### src/rtl/hrm_pkg.sv
// Shared constants for the HRM CPU inbox/outbox byte FIFOs.
package hrm_pkg;

    // Byte-wide datapath of the HRM CPU.
    localparam int HRM_DATA_W = 8;

    // Default pointer width of the OUTBOX FIFO (16 entries).
    localparam int OUTBOX_ADDR_W = 4;

    typedef logic [HRM_DATA_W-1:0] hrm_byte_t;

    // Number of entries addressed by a pointer of the given width.
    function automatic int fifo_depth(input int addr_w);
        return 1 << addr_w;
    endfunction

endpackage

### src/rtl/hrm_outbox_if.sv
// Push/pop/status bundle between the CPU core, the outbox FIFO and its reader.
interface hrm_outbox_if
    import hrm_pkg::*;
#(
    parameter int ADDR_W = OUTBOX_ADDR_W,
    parameter int DATA_W = HRM_DATA_W
);
    logic              clr;
    logic              wr;
    logic [DATA_W-1:0] data_in;
    logic              full;
    logic              rd;
    logic              empty;
    logic [DATA_W-1:0] data_out;
    logic [ADDR_W:0]   count;
    logic              overflow;
    logic              underflow;

    // Environment side: the CPU core pushing and the external reader popping.
    modport master (
        output clr, wr, data_in, rd,
        input  full, empty, data_out, count, overflow, underflow
    );

    // FIFO side.
    modport slave (
        input  clr, wr, data_in, rd,
        output full, empty, data_out, count, overflow, underflow
    );
endinterface

### src/rtl/hrm_fifo_ctrl.sv
// Pointer, occupancy, full/empty and sticky error-flag control for the outbox FIFO.
module hrm_fifo_ctrl
    import hrm_pkg::*;
#(
    parameter int ADDR_W = OUTBOX_ADDR_W
) (
    input  logic              clk,
    input  logic              i_rst,
    input  logic              clr,
    input  logic              wr,
    input  logic              rd,
    output logic              we,
    output logic [ADDR_W-1:0] wr_ptr,
    output logic [ADDR_W-1:0] rd_ptr,
    output logic [ADDR_W:0]   count,
    output logic              full,
    output logic              empty,
    output logic              overflow,
    output logic              underflow
);

    localparam int              DEPTH     = fifo_depth(ADDR_W);
    localparam logic [ADDR_W:0] DEPTH_CNT = DEPTH[ADDR_W:0];

    logic            do_rd;
    logic            do_wr;
    logic [ADDR_W:0] count_next;

    // A pop needs data; a push needs room, or a pop freeing a slot in the same cycle.
    always_comb begin
        do_rd = rd && !empty;
        do_wr = wr && (!full || do_rd);
        we    = do_wr && !clr;
    end

    // Next occupancy: simultaneous accepted push and pop leave it unchanged.
    always_comb begin
        count_next = count;
        if (do_wr && !do_rd) begin
            count_next = count + (ADDR_W+1)'(1);
        end else if (!do_wr && do_rd) begin
            count_next = count - (ADDR_W+1)'(1);
        end
    end

    // Pointer/count/flag state; clr flushes ahead of any push or pop.
    always_ff @(posedge clk or posedge i_rst) begin
        if (i_rst) begin
            wr_ptr    <= '0;
            rd_ptr    <= '0;
            count     <= '0;
            full      <= 1'b0;
            empty     <= 1'b1;
            overflow  <= 1'b0;
            underflow <= 1'b0;
        end else if (clr) begin
            wr_ptr    <= '0;
            rd_ptr    <= '0;
            count     <= '0;
            full      <= 1'b0;
            empty     <= 1'b1;
            overflow  <= 1'b0;
            underflow <= 1'b0;
        end else begin
            if (do_wr) begin
                wr_ptr <= wr_ptr + ADDR_W'(1);
            end
            if (do_rd) begin
                rd_ptr <= rd_ptr + ADDR_W'(1);
            end
            count <= count_next;
            full  <= (count_next == DEPTH_CNT);
            empty <= (count_next == '0);
            if (wr && !do_wr) begin
                overflow <= 1'b1;
            end
            if (rd && empty) begin
                underflow <= 1'b1;
            end
        end
    end

endmodule

### src/rtl/hrm_outbox.sv
// CPU OUTBOX: first-word-fall-through byte FIFO with occupancy and sticky error flags.
module hrm_outbox
    import hrm_pkg::*;
#(
    parameter int ADDR_W = OUTBOX_ADDR_W,
    parameter int DATA_W = HRM_DATA_W
) (
    input  logic         clk,
    input  logic         i_rst,
    hrm_outbox_if.slave  bus
);

    localparam int DEPTH = fifo_depth(ADDR_W);

    logic              we;
    logic [ADDR_W-1:0] wr_ptr;
    logic [ADDR_W-1:0] rd_ptr;
    logic [DATA_W-1:0] mem [DEPTH];

    hrm_fifo_ctrl #(
        .ADDR_W (ADDR_W)
    ) u_ctrl (
        .clk       (clk),
        .i_rst     (i_rst),
        .clr       (bus.clr),
        .wr        (bus.wr),
        .rd        (bus.rd),
        .we        (we),
        .wr_ptr    (wr_ptr),
        .rd_ptr    (rd_ptr),
        .count     (bus.count),
        .full      (bus.full),
        .empty     (bus.empty),
        .overflow  (bus.overflow),
        .underflow (bus.underflow)
    );

    // Storage array; contents are intentionally not reset.
    always_ff @(posedge clk) begin
        if (we) begin
            mem[wr_ptr] <= bus.data_in;
        end
    end

    // Head entry falls through; zero when empty so the output never shows stale data.
    always_comb begin
        bus.data_out = bus.empty ? '0 : mem[rd_ptr];
    end

endmodule

### src/flat_wrapper.sv
// flat-port wrapper written by rule: the top's interface ports become plain ports
module hrm_outbox_flat import hrm_pkg::*;
#(
    parameter int ADDR_W = OUTBOX_ADDR_W,
    parameter int DATA_W = HRM_DATA_W
)
  (clk, i_rst, bus_clr, bus_wr, bus_data_in, bus_rd, bus_full, bus_empty, bus_data_out, bus_count, bus_overflow, bus_underflow);
  hrm_outbox_if #(.ADDR_W(ADDR_W), .DATA_W(DATA_W)) bus_i ();
  input  logic clk;
  input  logic i_rst;
  input wire logic [$bits(bus_i.clr)-1:0] bus_clr;
  input wire logic [$bits(bus_i.wr)-1:0] bus_wr;
  input wire logic [$bits(bus_i.data_in)-1:0] bus_data_in;
  input wire logic [$bits(bus_i.rd)-1:0] bus_rd;
  output wire logic [$bits(bus_i.full)-1:0] bus_full;
  output wire logic [$bits(bus_i.empty)-1:0] bus_empty;
  output wire logic [$bits(bus_i.data_out)-1:0] bus_data_out;
  output wire logic [$bits(bus_i.count)-1:0] bus_count;
  output wire logic [$bits(bus_i.overflow)-1:0] bus_overflow;
  output wire logic [$bits(bus_i.underflow)-1:0] bus_underflow;
  assign bus_i.clr = bus_clr;
  assign bus_i.wr = bus_wr;
  assign bus_i.data_in = bus_data_in;
  assign bus_i.rd = bus_rd;
  assign bus_full = bus_i.full;
  assign bus_empty = bus_i.empty;
  assign bus_data_out = bus_i.data_out;
  assign bus_count = bus_i.count;
  assign bus_overflow = bus_i.overflow;
  assign bus_underflow = bus_i.underflow;
  hrm_outbox #(.ADDR_W(ADDR_W), .DATA_W(DATA_W)) u_core (.clk(clk), .i_rst(i_rst), .bus(bus_i));
endmodule
### config.mk
export PLATFORM = sky130hd
export DESIGN_NAME = hrm_outbox_flat
export DESIGN_NICKNAME = d
export VERILOG_FILES = /design/src/rtl/hrm_pkg.sv /design/src/rtl/hrm_outbox_if.sv /design/src/rtl/hrm_fifo_ctrl.sv /design/src/rtl/hrm_outbox.sv /design/src/flat_wrapper.sv
export SDC_FILE = /design/constraint.sdc
export NUM_CORES = 1
export LEC_CHECK = 0
export CAP_MARGIN = 20
export CORE_MARGIN = 2
export CORE_UTILIZATION = 40
export DETAILED_ROUTE_END_ITERATION = 12
export GPL_ROUTABILITY_DRIVEN = 0
export SKIP_CTS_REPAIR_TIMING = 1
export SYNTH_ARGS = -nofsm -noshare
export SYNTH_HDL_FRONTEND = slang
export SYNTH_SLANG_ARGS = --single-unit
### constraint.sdc
create_clock -name clk -period 3.5 [get_ports clk]
set_input_delay 0.35 -clock clk [delete_from_list [all_inputs] [get_ports clk]]
set_output_delay 0.35 -clock clk [all_outputs]
set_load 0.02 [all_outputs]
==> summary.md <==
| Metric | Value |
|---|---|
| Post-synthesis sequential area ratio | `70.1%` |
| Max Freq | `296 MHz` |
| Number of global-route vias before repair | `2953` |
| Switching share of power | `23.1%` |
| Die W | `127 um` |
| Final period util | `96.6%` |
| Worst Skew | `0.00600 ns` |
| Total GRT Usage | `16.1%` |
| Antenna Violating Nets Remaining | `0` |
| Pwr/cell area | `603 nW/um^2` |
| Cell family with most CP delay | `multiplexers` |
| Clock Tree Buf Depth | `2` |
| Vias post-DR | `2924` |
| Final setup violation count | `0` |
| Row count | `45` |
| Slew @ Worst Pin | `0.761 ns` |
| Cells along the critical path | `buf_12 -> mux4_1 -> mux4_2 -> nor2b_4 -> clkdlybuf4s50_1` |
| Clock power frac | `41.6%` |
| PortBufs | `29` |
| Cell area after synthesis | `6090 um^2` |
| Crit-path max FO | `19` |
| Crit end category | `output port` |
| EDFF count, synth | `128` |
| Layout area overhead | `17.5%` |
| Post-synthesis instance total | `305` |
| Worst-skew pair later-pin latency | `0.41 ns` |
| Seq pwr share | `46.4%` |
| Worst VDD drop | `0.000400 V` |
| Status | `finished, final reports clean` |
| Largest net degree at the start of global routing | `35` |
| Htree depth | `4` |
| Most used DFF post-synth | `edfxtp_1` |
| Initial drt markers | `332` |
| Ratio of cells with drive above 1 in the final layout | `19.3%` |
| Worst R2R End | `u_core.mem[1][0]` |
| Final Cell Area | `7150 um^2` |
| WL final | `12100 um` |
| Slew margin rel. | `49.2%` |
| Core box area | `15000 um^2` |
| CTS tree | `yes` |
| FF-to-FF setup slack | `0.76 ns` |
| Max stage delay on crit path | `0.61 ns` |
| Syn_nets | `325` |
| Synth top area share | `63.1%` |
| Static leakage | `2.38 nW` |
| Crit path from | `u_core.u_ctrl.rd_ptr[0]` |
| Via density | `5.36` |
| Register Area | `4270 um^2` |
| HPWL after DPL | `7740 um` |
| Internal Pwr Total | `3.32 mW` |
| Yosys top cell by area | `edfxtp_1` |
| Switching Power | `0.998 mW` |
| Fillers | `1259` |
| Pre-CTS setup slack | `0.562 ns` |
| I/O pins | `30` |
| FF+latch count, synth | `145` |
| Initial antenna violation count | `0` |
| Crit-path slowest cell | `mux4_1` |
| Buf/Inv on CP | `2` |
| 1st-pass router iterations | `7` |
| Antenna Cells | `0` |
| Synth top area cells | `edfxtp_1 (63%), mux4_1 (9.1%), mux4_2 (7.0%), dfrtp_1 (6.6%), nor2b_4 (1.8%)` |
| Clk root buf | `clkbuf_16` |
| Unrepaired setup endpoints after global routing | `false` |
| Worst setup margin | `0.119 ns` |
| # clock sinks | `145` |
| Avg Inst Size Synth | `20.0 um^2` |
| DR WL/cell | `22.2 um` |
| Non-filler cells, final | `546` |
| Die area | `16200 um^2` |
| Worst-case reg-to-reg path depth | `4` |
| Nets | `365` |
| Post-Place Cells | `514` |
| Setup Crit Path Kind | `reg2out` |
| CTS clk-pin slew, worst paths | `0.06 ns` |
| Final Hold Viols | `0` |
| Die height | `127 um` |
| CP startpoint kind | `flip-flop` |
| Setup TNS | `0 ns` |
| Cts bufs inserted | `17` |
| Logic pwr share | `12.0%` |
| Crit Reg-Reg Startpoint | `u_core.u_ctrl.empty` |
| Crit path time final | `3.38 ns` |
| Synth unique cells | `40` |
| Required @ worst endpoint | `3.15 ns` |
| Ys async rst share | `11.7%` |
| Global route overflow | `0` |
| Maxcap violations | `0` |
| DRC viols | `0` |
| Initial Util | `40.5%` |
| First-pass GRT wire length | `18300 um` |
| Max-slew violation count | `0` |
| Area of the multi-input gates | `1660 um^2` |
| Synth Warn # | `0` |
| Worst min path class | `in2async` |
| Arrival time at the worst endpoint | `3.03 ns` |
| Placed instance area | `6560 um^2` |
[routing by layer]
layer | GRT usage [%] | wire length [um]
met3 | 3.98 | 458
met5 | 0 | 0
met1 | 21.8 | 5560
met2 | 24.9 | 5890
met4 | 6.92 | 199
[final cells by class]
cell class | instances | share of cell area (%)
sequential | 145 | 59.7
multi-input combinational | 137 | 23.2
clock buffer | 18 | 6.00
timing repair buffer | 37 | 5.07
tap | 188 | 3.29
clock inverter | 14 | 2.31
inverter | 7 | 0.367
[Yosys cell counts (4+ instances only)]
master	instances
nand2_1	9
nor2b_4	8
nor3_1	6
xor2_1	5
buf_2	4
nor2_1	15
inv_1	7
ha_1	7
and2_1	14
xnor2_1	4
mux4_1	21
edfxtp_1	128
dfrtp_1	16
mux4_2	19
a21oi_1	4
[kinds of logic after synthesis]
| group | share of synthesized area [%] |
|---|---|
| simple gates | 6.94 |
| fa+ha+maj | 1.44 |
| xor+xnor | 1.29 |
| mux | 16.3 |
| compound gates | 1.27 |
| buf+inv | 2.67 |
| flops | 70.1 |
[state kept, by name (all words and copies together) (netlist names)]
signal	flops
u_core.u_ctrl.full	1
u_core.u_ctrl.empty	1
u_core.u_ctrl.wr_ptr	4
u_core.u_ctrl.overflow	1
u_core.mem	128
u_core.u_ctrl.rd_ptr	4
u_core.u_ctrl.count	5
u_core.u_ctrl.underflow	1
[power by group through the flow]
stage | clock [mW] | sequential (mW) | combinational, mW
detailed placement | 0 | 2.04 | 0.520
CTS | 1.83 | 2.00 | 0.522
global route | 1.90 | 2.01 | 0.560
global placement | 0 | 2.03 | 0.514
finish | 1.80 | 2.00 | 0.516
floorplan | 0 | 2.00 | 0.388
[worst max-delay path by stage]
stage | end | slack [ns] | depth (start not counted)
3_5_place_dp | bus_data_out[5] | 0.56 | 5
5_1_grt | bus_data_out[3] | 0.03 | 5
3_3_place_gp | bus_data_out[2] | 0.56 | 5
2_1_floorplan | u_core.mem[3][0] | 0.98 | 5
6_report | bus_data_out[2] | 0.12 | 5
4_1_cts | bus_data_out[5] | 0.1 | 5
[worst register-to-register path: stages (launching register included)]
cell	delay [ns]
dfstp_2	0.54
nand2b_1	0.33
a21oi_2	0.40
nor4b_1	0.43
and2_1	0.66
[cells in the final DEF, fill, tap and decap left out, types with 4 or more instances in the layout]
cell / count
nand2_1: 9
nor3_1: 6
xnor2_1: 4
buf_4: 7
clkinvlp_4: 4
mux4_1: 21
nor2_1: 15
clkbuf_16: 17
and2_1: 14
edfxtp_1: 128
ha_1: 7
nor2b_4: 8
clkdlybuf4s50_1: 29
inv_1: 7
a21oi_1: 4
dfrtp_1: 15
mux4_2: 19
xor2_1: 5
[per-stage QoR]
stage                     utilization, %  hold slack [ns]  total power [mW]
after floorplan                        -            0.275              2.39
after global placement              43.6            0.479              2.55
after detailed placement            43.6            0.493              2.56
after CTS                           47.6            0.374              4.35
after global routing                47.6            0.429              4.47
final                               47.6            0.374              4.31
Power figures use the tool's default switching activity.
